File: src/rtl/avalon_protocol_monitor_if.sv
// Avalon-MM bus bundle with views for the master, the slave and a passive monitor.
interface avalon_protocol_monitor_if #(
  parameter int unsigned NBDATABYTES = 2,
  parameter int unsigned NBADDRBITS  = 8
);
  localparam int unsigned DW = 8 * NBDATABYTES;

  logic [NBADDRBITS-1:0]  address;
  logic [NBDATABYTES-1:0] byteenable;
  logic [DW-1:0]          readdata;
  logic [DW-1:0]          writedata;
  logic                   read;
  logic                   write;
  logic                   waitrequest;
  logic                   readdatavalid;
  logic [7:0]             burstcount;
  logic                   beginbursttransfer;

  modport master (
    output address, byteenable, writedata, read, write, burstcount, beginbursttransfer,
    input  readdata, waitrequest, readdatavalid
  );

  modport slave (
    input  address, byteenable, writedata, read, write, burstcount, beginbursttransfer,
    output readdata, waitrequest, readdatavalid
  );

  // Read-only view; read data content is not checked so it is not part of it.
  modport monitor (
    input address, byteenable, writedata, read, write, waitrequest, readdatavalid,
          burstcount, beginbursttransfer
  );
endinterface

File: src/rtl/avalon_protocol_monitor.sv
// Passive Avalon-MM protocol monitor: sticky per-rule error flags, saturating error
// count, outstanding-read tracking, burst sequencing and traffic counters.
module avalon_protocol_monitor #(
  parameter int unsigned AVALONMODE  = 0,
  parameter int unsigned NBDATABYTES = 2,
  parameter int unsigned NBADDRBITS  = 8,
  parameter int unsigned READDELAY   = 1,
  parameter int unsigned MAXPENDING  = 8,
  parameter int unsigned ERRCNTWIDTH = 8
) (
  input  logic                               clk,
  input  logic                               rst,
  avalon_protocol_monitor_if.monitor         bus,
  input  logic                               clear,
  output logic [4:0]                         err_vec,
  output logic [ERRCNTWIDTH-1:0]             err_count,
  output logic [$clog2(MAXPENDING+1)-1:0]    pending,
  output logic [15:0]                        rd_beats,
  output logic [15:0]                        wr_beats
);
  localparam int unsigned DW  = 8 * NBDATABYTES;
  localparam int unsigned PW  = $clog2(MAXPENDING + 1);
  localparam int unsigned SW  = PW + 9;
  localparam int unsigned RDW = (READDELAY < 1) ? 1 : READDELAY;

  localparam bit MODE_FIXED = (AVALONMODE == 1);
  localparam bit MODE_PIPE  = (AVALONMODE >= 2);
  localparam bit MODE_BURST = (AVALONMODE == 3);

  localparam logic [0:0] ST_IDLE     = 1'b0;
  localparam logic [0:0] ST_WR_BURST = 1'b1;

  logic [0:0]             state_q, state_d;
  logic [7:0]             beats_left_q, beats_left_d;
  logic [7:0]             orig_bc_q, orig_bc_d;
  logic                   stalled_q, stalled_d;
  logic                   cap_read_q, cap_read_d;
  logic                   cap_write_q, cap_write_d;
  logic [NBADDRBITS-1:0]  cap_addr_q, cap_addr_d;
  logic [NBDATABYTES-1:0] cap_be_q, cap_be_d;
  logic [DW-1:0]          cap_wdata_q, cap_wdata_d;
  logic [7:0]             cap_bc_q, cap_bc_d;
  logic [RDW-1:0]         pipe_q, pipe_d;
  logic [PW-1:0]          pending_q, pending_d;
  logic [4:0]             err_vec_q, err_vec_d;
  logic [ERRCNTWIDTH-1:0] err_count_q, err_count_d;
  logic [15:0]            rd_beats_q, rd_beats_d;
  logic [15:0]            wr_beats_q, wr_beats_d;

  logic                   cmd, conflict, stall, acc, rd_acc, wr_acc;
  logic [7:0]             eff_bc;
  logic [4:0]             new_err;
  logic                   rd_valid;
  logic                   dec;
  logic [7:0]             inc;
  logic [SW-1:0]          nxt;

  // A cycle with both read and write is a protocol error, never an accept.
  assign cmd      = bus.read | bus.write;
  assign conflict = bus.read & bus.write;
  assign stall    = cmd & bus.waitrequest;
  assign acc      = cmd & ~bus.waitrequest & ~conflict;
  assign rd_acc   = acc & bus.read;
  assign wr_acc   = acc & bus.write;
  assign eff_bc   = (bus.burstcount == 8'd0) ? 8'd1 : bus.burstcount;

  always_comb begin
    state_d      = state_q;
    beats_left_d = beats_left_q;
    orig_bc_d    = orig_bc_q;
    stalled_d    = stall;
    cap_read_d   = cap_read_q;
    cap_write_d  = cap_write_q;
    cap_addr_d   = cap_addr_q;
    cap_be_d     = cap_be_q;
    cap_wdata_d  = cap_wdata_q;
    cap_bc_d     = cap_bc_q;
    pipe_d       = '0;
    pending_d    = '0;
    err_vec_d    = err_vec_q;
    err_count_d  = err_count_q;
    rd_beats_d   = rd_beats_q;
    wr_beats_d   = wr_beats_q;
    new_err      = '0;
    rd_valid     = 1'b0;
    dec          = 1'b0;
    inc          = 8'd0;
    nxt          = '0;

    new_err[0] = conflict;

    // Stability: a stalled command must be presented unchanged on the following cycle.
    if (stall) begin
      cap_read_d  = bus.read;
      cap_write_d = bus.write;
      cap_addr_d  = bus.address;
      cap_be_d    = bus.byteenable;
      cap_wdata_d = bus.writedata;
      cap_bc_d    = bus.burstcount;
    end
    if (stalled_q) begin
      if ((bus.read != cap_read_q) || (bus.write != cap_write_q) ||
          (bus.address != cap_addr_q) || (bus.byteenable != cap_be_q) ||
          (bus.writedata != cap_wdata_q) ||
          (MODE_BURST && (bus.burstcount != cap_bc_q))) begin
        new_err[1] = 1'b1;
      end
    end

    // Read return checking: fixed-latency pipe, or outstanding-beat counter.
    if (MODE_FIXED) begin
      pipe_d[0] = rd_acc;
      for (int i = 1; i < int'(RDW); i++) begin
        pipe_d[i] = pipe_q[i-1];
      end
      if (bus.readdatavalid != pipe_q[RDW-1]) new_err[2] = 1'b1;
      rd_valid = bus.readdatavalid & pipe_q[RDW-1];
    end else if (MODE_PIPE) begin
      dec      = bus.readdatavalid && (pending_q != '0);
      rd_valid = dec;
      if (bus.readdatavalid && (pending_q == '0)) new_err[2] = 1'b1;
      if (rd_acc) inc = MODE_BURST ? eff_bc : 8'd1;
      nxt = SW'(pending_q) + SW'(inc) - SW'(dec);
      if (nxt > SW'(MAXPENDING)) begin
        new_err[3] = 1'b1;
        pending_d  = PW'(MAXPENDING);
      end else begin
        pending_d  = PW'(nxt);
      end
    end else begin
      rd_valid = rd_acc;
    end

    // Burst sequencing; only write bursts span several command cycles.
    if (MODE_BURST) begin
      case (state_q)
        ST_IDLE: begin
          if (cmd && !stalled_q && !bus.beginbursttransfer) new_err[4] = 1'b1;
          if (bus.beginbursttransfer && !cmd) new_err[4] = 1'b1;
          if (acc && (bus.burstcount == 8'd0)) new_err[4] = 1'b1;
          if (wr_acc && (eff_bc > 8'd1)) begin
            beats_left_d = eff_bc - 8'd1;
            orig_bc_d    = bus.burstcount;
            state_d      = ST_WR_BURST;
          end
        end
        ST_WR_BURST: begin
          if (bus.read || bus.beginbursttransfer) begin
            new_err[4]   = 1'b1;
            beats_left_d = 8'd0;
            state_d      = ST_IDLE;
          end else begin
            if (bus.write && (bus.burstcount != orig_bc_q)) new_err[4] = 1'b1;
            if (wr_acc) begin
              beats_left_d = beats_left_q - 8'd1;
              if (beats_left_q == 8'd1) state_d = ST_IDLE;
            end
          end
        end
        default: state_d = ST_IDLE;
      endcase
    end

    wr_beats_d = wr_beats_q + 16'(wr_acc);
    rd_beats_d = rd_beats_q + 16'(rd_valid);

    // Clear wins over anything detected in the same cycle.
    if (clear) begin
      err_vec_d   = '0;
      err_count_d = '0;
    end else begin
      err_vec_d = err_vec_q | new_err;
      if ((new_err != '0) && (err_count_q != '1)) begin
        err_count_d = err_count_q + ERRCNTWIDTH'(1);
      end
    end
  end

  always_ff @(posedge clk or negedge rst) begin
    if (!rst) begin
      state_q      <= ST_IDLE;
      beats_left_q <= '0;
      orig_bc_q    <= '0;
      stalled_q    <= 1'b0;
      cap_read_q   <= 1'b0;
      cap_write_q  <= 1'b0;
      cap_addr_q   <= '0;
      cap_be_q     <= '0;
      cap_wdata_q  <= '0;
      cap_bc_q     <= '0;
      pipe_q       <= '0;
      pending_q    <= '0;
      err_vec_q    <= '0;
      err_count_q  <= '0;
      rd_beats_q   <= '0;
      wr_beats_q   <= '0;
    end else begin
      state_q      <= state_d;
      beats_left_q <= beats_left_d;
      orig_bc_q    <= orig_bc_d;
      stalled_q    <= stalled_d;
      cap_read_q   <= cap_read_d;
      cap_write_q  <= cap_write_d;
      cap_addr_q   <= cap_addr_d;
      cap_be_q     <= cap_be_d;
      cap_wdata_q  <= cap_wdata_d;
      cap_bc_q     <= cap_bc_d;
      pipe_q       <= pipe_d;
      pending_q    <= pending_d;
      err_vec_q    <= err_vec_d;
      err_count_q  <= err_count_d;
      rd_beats_q   <= rd_beats_d;
      wr_beats_q   <= wr_beats_d;
    end
  end

  assign err_vec   = err_vec_q;
  assign err_count = err_count_q;
  assign pending   = pending_q;
  assign rd_beats  = rd_beats_q;
  assign wr_beats  = wr_beats_q;
endmodule

File: src/flat_wrapper.sv
// flat-port wrapper written by rule: the top's interface ports become plain ports
module avalon_protocol_monitor_flat 
#(
  parameter int unsigned AVALONMODE  = 0,
  parameter int unsigned NBDATABYTES = 2,
  parameter int unsigned NBADDRBITS  = 8,
  parameter int unsigned READDELAY   = 1,
  parameter int unsigned MAXPENDING  = 8,
  parameter int unsigned ERRCNTWIDTH = 8
)
  (clk, rst, clear, err_vec, err_count, pending, rd_beats, wr_beats, bus_address, bus_byteenable, bus_writedata, bus_read, bus_write, bus_waitrequest, bus_readdatavalid, bus_burstcount, bus_beginbursttransfer);
  avalon_protocol_monitor_if #(.NBDATABYTES(NBDATABYTES), .NBADDRBITS(NBADDRBITS)) bus_i ();
  input  logic clk;
  input  logic rst;
  input  logic clear;
  output logic [4:0] err_vec;
  output logic [ERRCNTWIDTH-1:0] err_count;
  output logic [$clog2(MAXPENDING+1)-1:0] pending;
  output logic [15:0] rd_beats;
  output logic [15:0] wr_beats;
  input wire logic [$bits(bus_i.address)-1:0] bus_address;
  input wire logic [$bits(bus_i.byteenable)-1:0] bus_byteenable;
  input wire logic [$bits(bus_i.writedata)-1:0] bus_writedata;
  input wire logic [$bits(bus_i.read)-1:0] bus_read;
  input wire logic [$bits(bus_i.write)-1:0] bus_write;
  input wire logic [$bits(bus_i.waitrequest)-1:0] bus_waitrequest;
  input wire logic [$bits(bus_i.readdatavalid)-1:0] bus_readdatavalid;
  input wire logic [$bits(bus_i.burstcount)-1:0] bus_burstcount;
  input wire logic [$bits(bus_i.beginbursttransfer)-1:0] bus_beginbursttransfer;
  assign bus_i.address = bus_address;
  assign bus_i.byteenable = bus_byteenable;
  assign bus_i.writedata = bus_writedata;
  assign bus_i.read = bus_read;
  assign bus_i.write = bus_write;
  assign bus_i.waitrequest = bus_waitrequest;
  assign bus_i.readdatavalid = bus_readdatavalid;
  assign bus_i.burstcount = bus_burstcount;
  assign bus_i.beginbursttransfer = bus_beginbursttransfer;
  avalon_protocol_monitor #(.AVALONMODE(AVALONMODE), .NBDATABYTES(NBDATABYTES), .NBADDRBITS(NBADDRBITS), .READDELAY(READDELAY), .MAXPENDING(MAXPENDING), .ERRCNTWIDTH(ERRCNTWIDTH)) u_core (.clk(clk), .rst(rst), .bus(bus_i), .clear(clear), .err_vec(err_vec), .err_count(err_count), .pending(pending), .rd_beats(rd_beats), .wr_beats(wr_beats));
endmodule
File: config.mk
export PLATFORM = sky130hd
export DESIGN_NAME = avalon_protocol_monitor_flat
export DESIGN_NICKNAME = d
export VERILOG_FILES = /design/src/rtl/avalon_protocol_monitor_if.sv /design/src/rtl/avalon_protocol_monitor.sv /design/src/flat_wrapper.sv
export SDC_FILE = /design/constraint.sdc
export NUM_CORES = 1
export LEC_CHECK = 0
export BUFFER_PORTS_ARGS = -buffer_cell sky130_fd_sc_hd__buf_2
export CAP_MARGIN = 30
export CORE_ASPECT_RATIO = 2
export CORE_MARGIN = 2
export CORE_UTILIZATION = 56
export CTS_CLUSTER_SIZE = 16
export DETAILED_ROUTE_END_ITERATION = 10
export GPL_ROUTABILITY_DRIVEN = 0
export GPL_TIMING_DRIVEN = 0
export PLACE_DENSITY = 0.92
export SLEW_MARGIN = 30
export SYNTH_ARGS = -nofsm -noshare
export SYNTH_HDL_FRONTEND = slang
export SYNTH_SLANG_ARGS = --single-unit
File: constraint.sdc
create_clock -name clk -period 6.4 [get_ports clk]
set_clock_uncertainty 0.15 [all_clocks]
set_input_delay 1.28 -clock clk [delete_from_list [all_inputs] [get_ports clk]]
set_output_delay 1.28 -clock clk [all_outputs]
set_load 0.02 [all_outputs]
---- Word-level counts from Yosys, hierarchy flattened ----
Cells that the tools add are included.
word-level totals
  register bits ........................... 74
  ROM bits ................................ 0
  memories ................................ 0
  latch bits .............................. 0
  output and inout port bits .............. 49
  bits in writable memories ............... 0
  bits of input ports ..................... 42
  word-level logic and storage cells ...... 41
operators by class
  bitwise gates (word level) .............. 10
  equality and inequality tests ........... 6
  reduce and logical (&&, ||, !) cells .... 7
  order comparisons ....................... 0
  add/sub/neg operators ................... 3
  $mul .................................... 0
  mux-type cells .......................... 5
  divide/modulo/power cells ............... 0
  shift operators ......................... 0
operator list
  kind                                          count
  adder 16 x 1 -> 16 bit                        2
  2-to-1 mux 8 bit                              2
  inequality test 16 bit                        1
  adder 8 x 1 -> 8 bit, second input constant   1
  inequality test 8 bit                         1
  inequality test 8 bit, second input constant  1
  bitwise AND 1 bit                             6
  2-to-1 mux 5 bit                              1
  OR 5 x 2 -> 5 bit                             1
  logical OR 1 bit                              4
  nonzero test 2 bit                            2
  2-to-1 mux 1 bit                              2
  inequality test 1 bit                         2
  inequality test 2 bit                         1
  inverter 1 bit                                2
  logical AND 1 bit                             1
  OR 1 bit                                      1

---- Depth between registers and ports, before layout ----
  word-level depth ........................ 11
  gate-level depth with buffers ........... 8
  depth with buffers taken out ............ 7

---- Least setup slack after synthesis ----
Ideal clock, no wire load.
  path kind ............................... input to register
  start point ............................. in bus_read
  end point ............................... reg u_core.err_count_q[7] (netlist: u_core.err_count[7])
  data required time ...................... 6176 ps
  slack ................................... 3404 ps
  setup time .............................. 74 ps
  arrival time ............................ 2772 ps
  path buffers ............................ 1
  stages on the path ...................... 8
  path through ............................ buf_6 xor2_1 nor4_1 nand4_1 a2111oi_4 nor2_2 a21o_1 a21oi_2
on the way
  cells in the longest elaborated chain, start to end .. 10
  elaborated cells on any way between the ends .. 11
  classes of those cells .................. eq/ne (1); mux (2); bitwise (1); reduce/logical (7)
RTL lines
  element                                  RTL line                        source
  start, declared                          flat_wrapper.sv:24              input wire logic [$bits(bus_i.read)-1:0] bus_read;
  inequality test 1 bit                    avalon_protocol_monitor.sv:102  if ((bus.read != cap_read_q) || (bus.write != cap_write_q) ||
  logical OR 1 bit (2 in a row)            avalon_protocol_monitor.sv:102
  logical OR 1 bit (2 in a row)            avalon_protocol_monitor.sv:103  (bus.address != cap_addr_q) || (bus.byteenable != cap_be_q) ||
  2-to-1 mux 1 bit                         avalon_protocol_monitor.sv:102
  2-to-1 mux 1 bit                         avalon_protocol_monitor.sv:101  if (stalled_q) begin
  nonzero test 2 bit (*)                   avalon_protocol_monitor.sv:173  if ((new_err != '0) && (err_count_q != '1)) begin
  logical AND 1 bit (*)                    avalon_protocol_monitor.sv:173
  nonzero test 2 bit (no source line) (*)  --
  end signal, assigned                     avalon_protocol_monitor.sv:211  err_count_q <= err_count_d;
  end, declared                            avalon_protocol_monitor.sv:46   logic [ERRCNTWIDTH-1:0] err_count_q, err_count_d;
Mark *: on every way between the ends. The rest lies on a longest branch, timed or not.
A chain may end at the register's enable or synchronous reset.

---- Worst setup path after layout ----
  start point ............................. in bus_address[6]
  end point ............................... reg u_core.err_count_q[6] (netlist: u_core.err_count[6])
on the way
  cells in the longest elaborated chain, start to end .. 9
RTL lines
  element                              RTL line                        source
  start, declared                      flat_wrapper.sv:21              input wire logic [$bits(bus_i.address)-1:0] bus_address;
  inequality test 8 bit                avalon_protocol_monitor.sv:103
  logical OR 1 bit                     avalon_protocol_monitor.sv:102
  logical OR 1 bit (2 in a row)        avalon_protocol_monitor.sv:103
  2-to-1 mux 1 bit                     avalon_protocol_monitor.sv:102
  2-to-1 mux 1 bit                     avalon_protocol_monitor.sv:101
  nonzero test 2 bit                   avalon_protocol_monitor.sv:173
  logical AND 1 bit                    avalon_protocol_monitor.sv:173
  nonzero test 2 bit (no source line)  --
No other way between the ends.

==> results <==
- The flow ran to the end, and the final reports show no timing, DRC or antenna violations.
- The fmax is 320 MHz.
- Of the total synthesized cell area, the portion taken by AND, OR, NAND and NOR gates is 12.9%.
- After detailed routing, the total wire length is 6390 µm.
- The post-CTS repair timing setup buffer count is 0.
- The count of warnings emitted by yosys is 0.
- Setup repair after global routing left no endpoint under its margin.
- The clock latency on the worst-skew pair is 0.32 ns.
- The cell count after synthesis came out at 275.
- The number of DRC violations after detailed-routing iteration 0 is 82.
- The pre-antenna-repair detailed-routing pass consisted of 4 iterations.
- The number of clock buffers inserted by TritonCTS is 9.
- The die height is 112 µm.
- The post-route non-filler standard cell count is 423.
- met2 is the most crowded layer.
- The antenna diode instance count is 0.
- The core region is 5710 µm².
- The synthesized netlist devotes 3.12% of its cell area to compound gates.
- Data on the critical path is required at its endpoint by 6.44 ns.
- Final hold analysis gives a worst-case slack of 0.313 ns.
- The clock passes through at most 2 buffers.
- The number of clock sinks is 71.
- The width of the chip is 58.2 µm.
- The finished layout cell area is 3990 µm².
- The synthesized design contains 0 enable-type register cells.
- The most frequently used flop master after synthesis is dfrtp_1.
- The post-synthesis xor/xnor area fraction is 16.0%.
- Once placement finished, the instance area stood at 3760 µm².
- The CTS root buffer is clkbuf_16.
- The share of flip-flops with an asynchronous set or reset after synthesis is 100%.
- The minimum setup slack in the final design is 3.28 ns.
- Clock-pin slew was measured on the worst setup and hold paths at 0.05 ns.
- The critical path goes through buf_2 -> xor2_1 -> nor4_1 -> nand4_1 -> a2111oi_4 -> nor3b_1 -> mux2i_1 -> nor2_1.
- The minimum clock period after layout is 3.12 ns.
- The effective utilization at floorplan is 57.6%.
- For this run, the slowest stage of the critical path takes 0.61 ns.
- The number of vias after detailed routing is 2,282.
- The global-route total usage across every layer is 21.9%.
- The arrival time of the worst setup path is 3.17 ns.
- The CTS H-tree depth is 3.
- The global-route wire length before repair is 10,700 µm.
- The fraction of met1 tracks used by global routing is 21.0%.
- The average wire per standard cell is 15.1 µm.
- The number of hold violations in the final report came to 0.
- The count of final max-slew check failures was 0.
- IR analysis of the VDD net gives a maximum drop of 0.000264 V.
- The layout cell share with drive strength beyond 1 is 33.4%.
- The path class of the tightest hold or removal check is flip-flop to flip-flop.
- After layout, the worst path uses 48.8% of the clock period.
- The synthesized design devotes to its leading area cell type 54.0% of total area.
- Power spread over the standard cell area amounts to 290 nW/µm².
- The share of cell area taken by muxes after synthesis is 9.21%.
- The slowest library cell on the worst path is a2111oi_4.
- The final layout net count is 410.
- Setup violations remaining at the end of the flow were counted as 0.
- After routing, the total negative slack on setup checks comes to 0 ns.
- Post-CTS repair changed the size of 0 cells.
- The maximum fanout count along the critical path is 8.
- The biggest area contributor in the post-synthesis netlist is dfrtp_1.
- In this run the static leakage power is 1.96 nW.
- For the pin with the worst max-slew slack, the measured transition is 0.749 ns.
- For this run, global-route usage on met2 was measured as 39.6%.
- After clock tree synthesis, the flow added hold-fix buffers numbering 0.
- The CTS tree is built.
- STA classifies the critical path startpoint as an input pin.
- Once placement completed, the tool counted placed cells totaling 413.
- The synthesized netlist contains 33 unique library cells.
- At the placement stage, the worst setup path has a slack of 2.95 ns.
- Max-cap violations in this run came to 0.
- After Yosys synthesis, full adders, half adders and majority gates account for 1.90% of the synthesized area.
- The count of buffers added on input and output ports is 70.
- The portion of the post-synthesis area used by sequential elements is 54.0%.
- After synthesis, the largest family of logic cells by area is XOR/XNOR gates.
- The post-synthesis cell area is 3290 µm².
- In the routed design, unresolved DRC markers number 0.
- After legalization and detailed placement, the total HPWL measured 4810 µm.
- Entering global routing, the biggest net connects 38 pins.
- Summed over all layers, the global routing overflow is 0.
- The number of antenna-violating nets in the routed design is 0.
- The area growth from synthesis to layout is 21.3%.
- The initial antenna violation count is 0.
- The worst setup path is captured at a flip-flop.
- The met3 usage is 5.65%.
- The flip-flop and latch count after synthesis is 71.
- A synthesized cell averages 12.0 µm².
- The via density per instance is 5.39.
- The number of global-route vias before repair is 2,459.
- By area the synthesized netlist is led by dfrtp_1 54%, mux2_2 8.9%, xor2_1 8.8%, xnor2_1 7.2%, nand2_1 2.4%.
- The worst pin sits at a relative slew slack of 49.7%.
- The site row count is 39.
- The total die area is 6540 µm².
- The number of primary I/O pins is 91.
- The critical path in this run is classified as input pin to flip-flop.
-- layout make-up --
cell class              instances  area, µm²
repair buffers                 71        373
multi-input cells             195       1440
plain buffers                  12       80.1
well taps                      61       76.3
clock buffers                  10        229
fillers                       418       1720
flip-flops and latches         71       1780
inverters                       3       11.3
-- flip-flops by register name (all words and copies together) (netlist names) --
name and flops:
u_core.cap_read_q 1, u_core.rd_beats 16, u_core.cap_wdata_q 16, u_core.stalled_q 1, u_core.wr_beats 16, u_core.cap_be_q 2, u_core.cap_addr_q 8, u_core.cap_write_q 1
u_core.err_count 8, u_core.err_vec 2
-- path summary, 6_finish.rpt --
path                                 startpoint                    end  slack [ns]  depth (start not counted)
setup reg to reg           u_core.cap_addr_q[6]    u_core.err_count[6]        3.94                          7
hold reg to reg             u_core.rd_beats[15]    u_core.rd_beats[15]        0.31                          1
min in group asynchronous                   rst     u_core.cap_be_q[0]        0.75                          1
setup / recovery                 bus_address[6]    u_core.err_count[6]        3.28                          8
max in group asynchronous                   rst  u_core.cap_wdata_q[0]        4.81                          2
hold / removal              u_core.rd_beats[15]    u_core.rd_beats[15]        0.31                          1
-- cells by family (layout without fill, tap and decap cells) --
kind of cell	Yosys count	in the layout
flip-flops	71	71
multiplexers	27	27
other	1	7
XOR/XNOR	60	60
AO/OA/AOI/OAI	13	13
buffers and inverters	15	96
AND/OR/NAND/NOR	83	83
adder cells (fa/ha/maj)	5	5
-- routing by layer --
layer  wire (µm)  part of all wire [%]  vias up
li1            -                     -     1098
met1        2230                    35     1099
met2        3670                    57       66
met3         301                   4.7       19
met4         194                   3.0        0
met5           0                     0        -
-- cell usage after synthesis (4+ instances only) --
cell type and number:
dfrtp_1 71, xor2_1 33, xnor2_1 27, mux2_2 26, nand2_1 21, nor2_1 15
nand3_1 13, nand4_1 10, and3_1 7, buf_4 7, a21oi_1 5, ha_1 5
nor4_1 5, nor3b_1 4
-- worst max-delay path: cells and delay by family --
| family | cells | cell delay [ns] |
|---|---|---|
| muxes | 1 | 0.20 |
| AOI/OAI and AO/OA | 1 | 0.61 |
| and+or+nand+nor | 4 | 0.83 |
| xor gates and xnor gates | 1 | 0.14 |
| buffers and inverters | 1 | 0.11 |
-- placed cells by master, fill, tap and decap left out, types with 7 or more instances in the layout --
cell type,Yosys,layout
dfrtp_1,71,71
buf_2,1,70
xor2_1,33,33
xnor2_1,27,27
mux2_2,26,26
nand2_1,21,21
nor2_1,15,15
nand3_1,13,13
nand4_1,10,10
clkbuf_16,0,9
buf_4,7,8
and3_1,7,7
conb_1,1,7
-- through the flow --
stage | power, mW | utilization (%)
after floorplan | 0.679 | -
after global placement | 0.745 | 65.5
after detailed placement | 0.762 | 65.9
after CTS | 1.17 | 69.9
after global routing | 1.21 | 69.9
final | 1.16 | 69.9
-- power breakdown --
group / switching (mW) / internal (mW)
registers: 0.0512 / 0.505
logic: 0.114 / 0.0857
clock network: 0.153 / 0.248
total: 0.318 / 0.839
(Power assumes the default switching activity.)
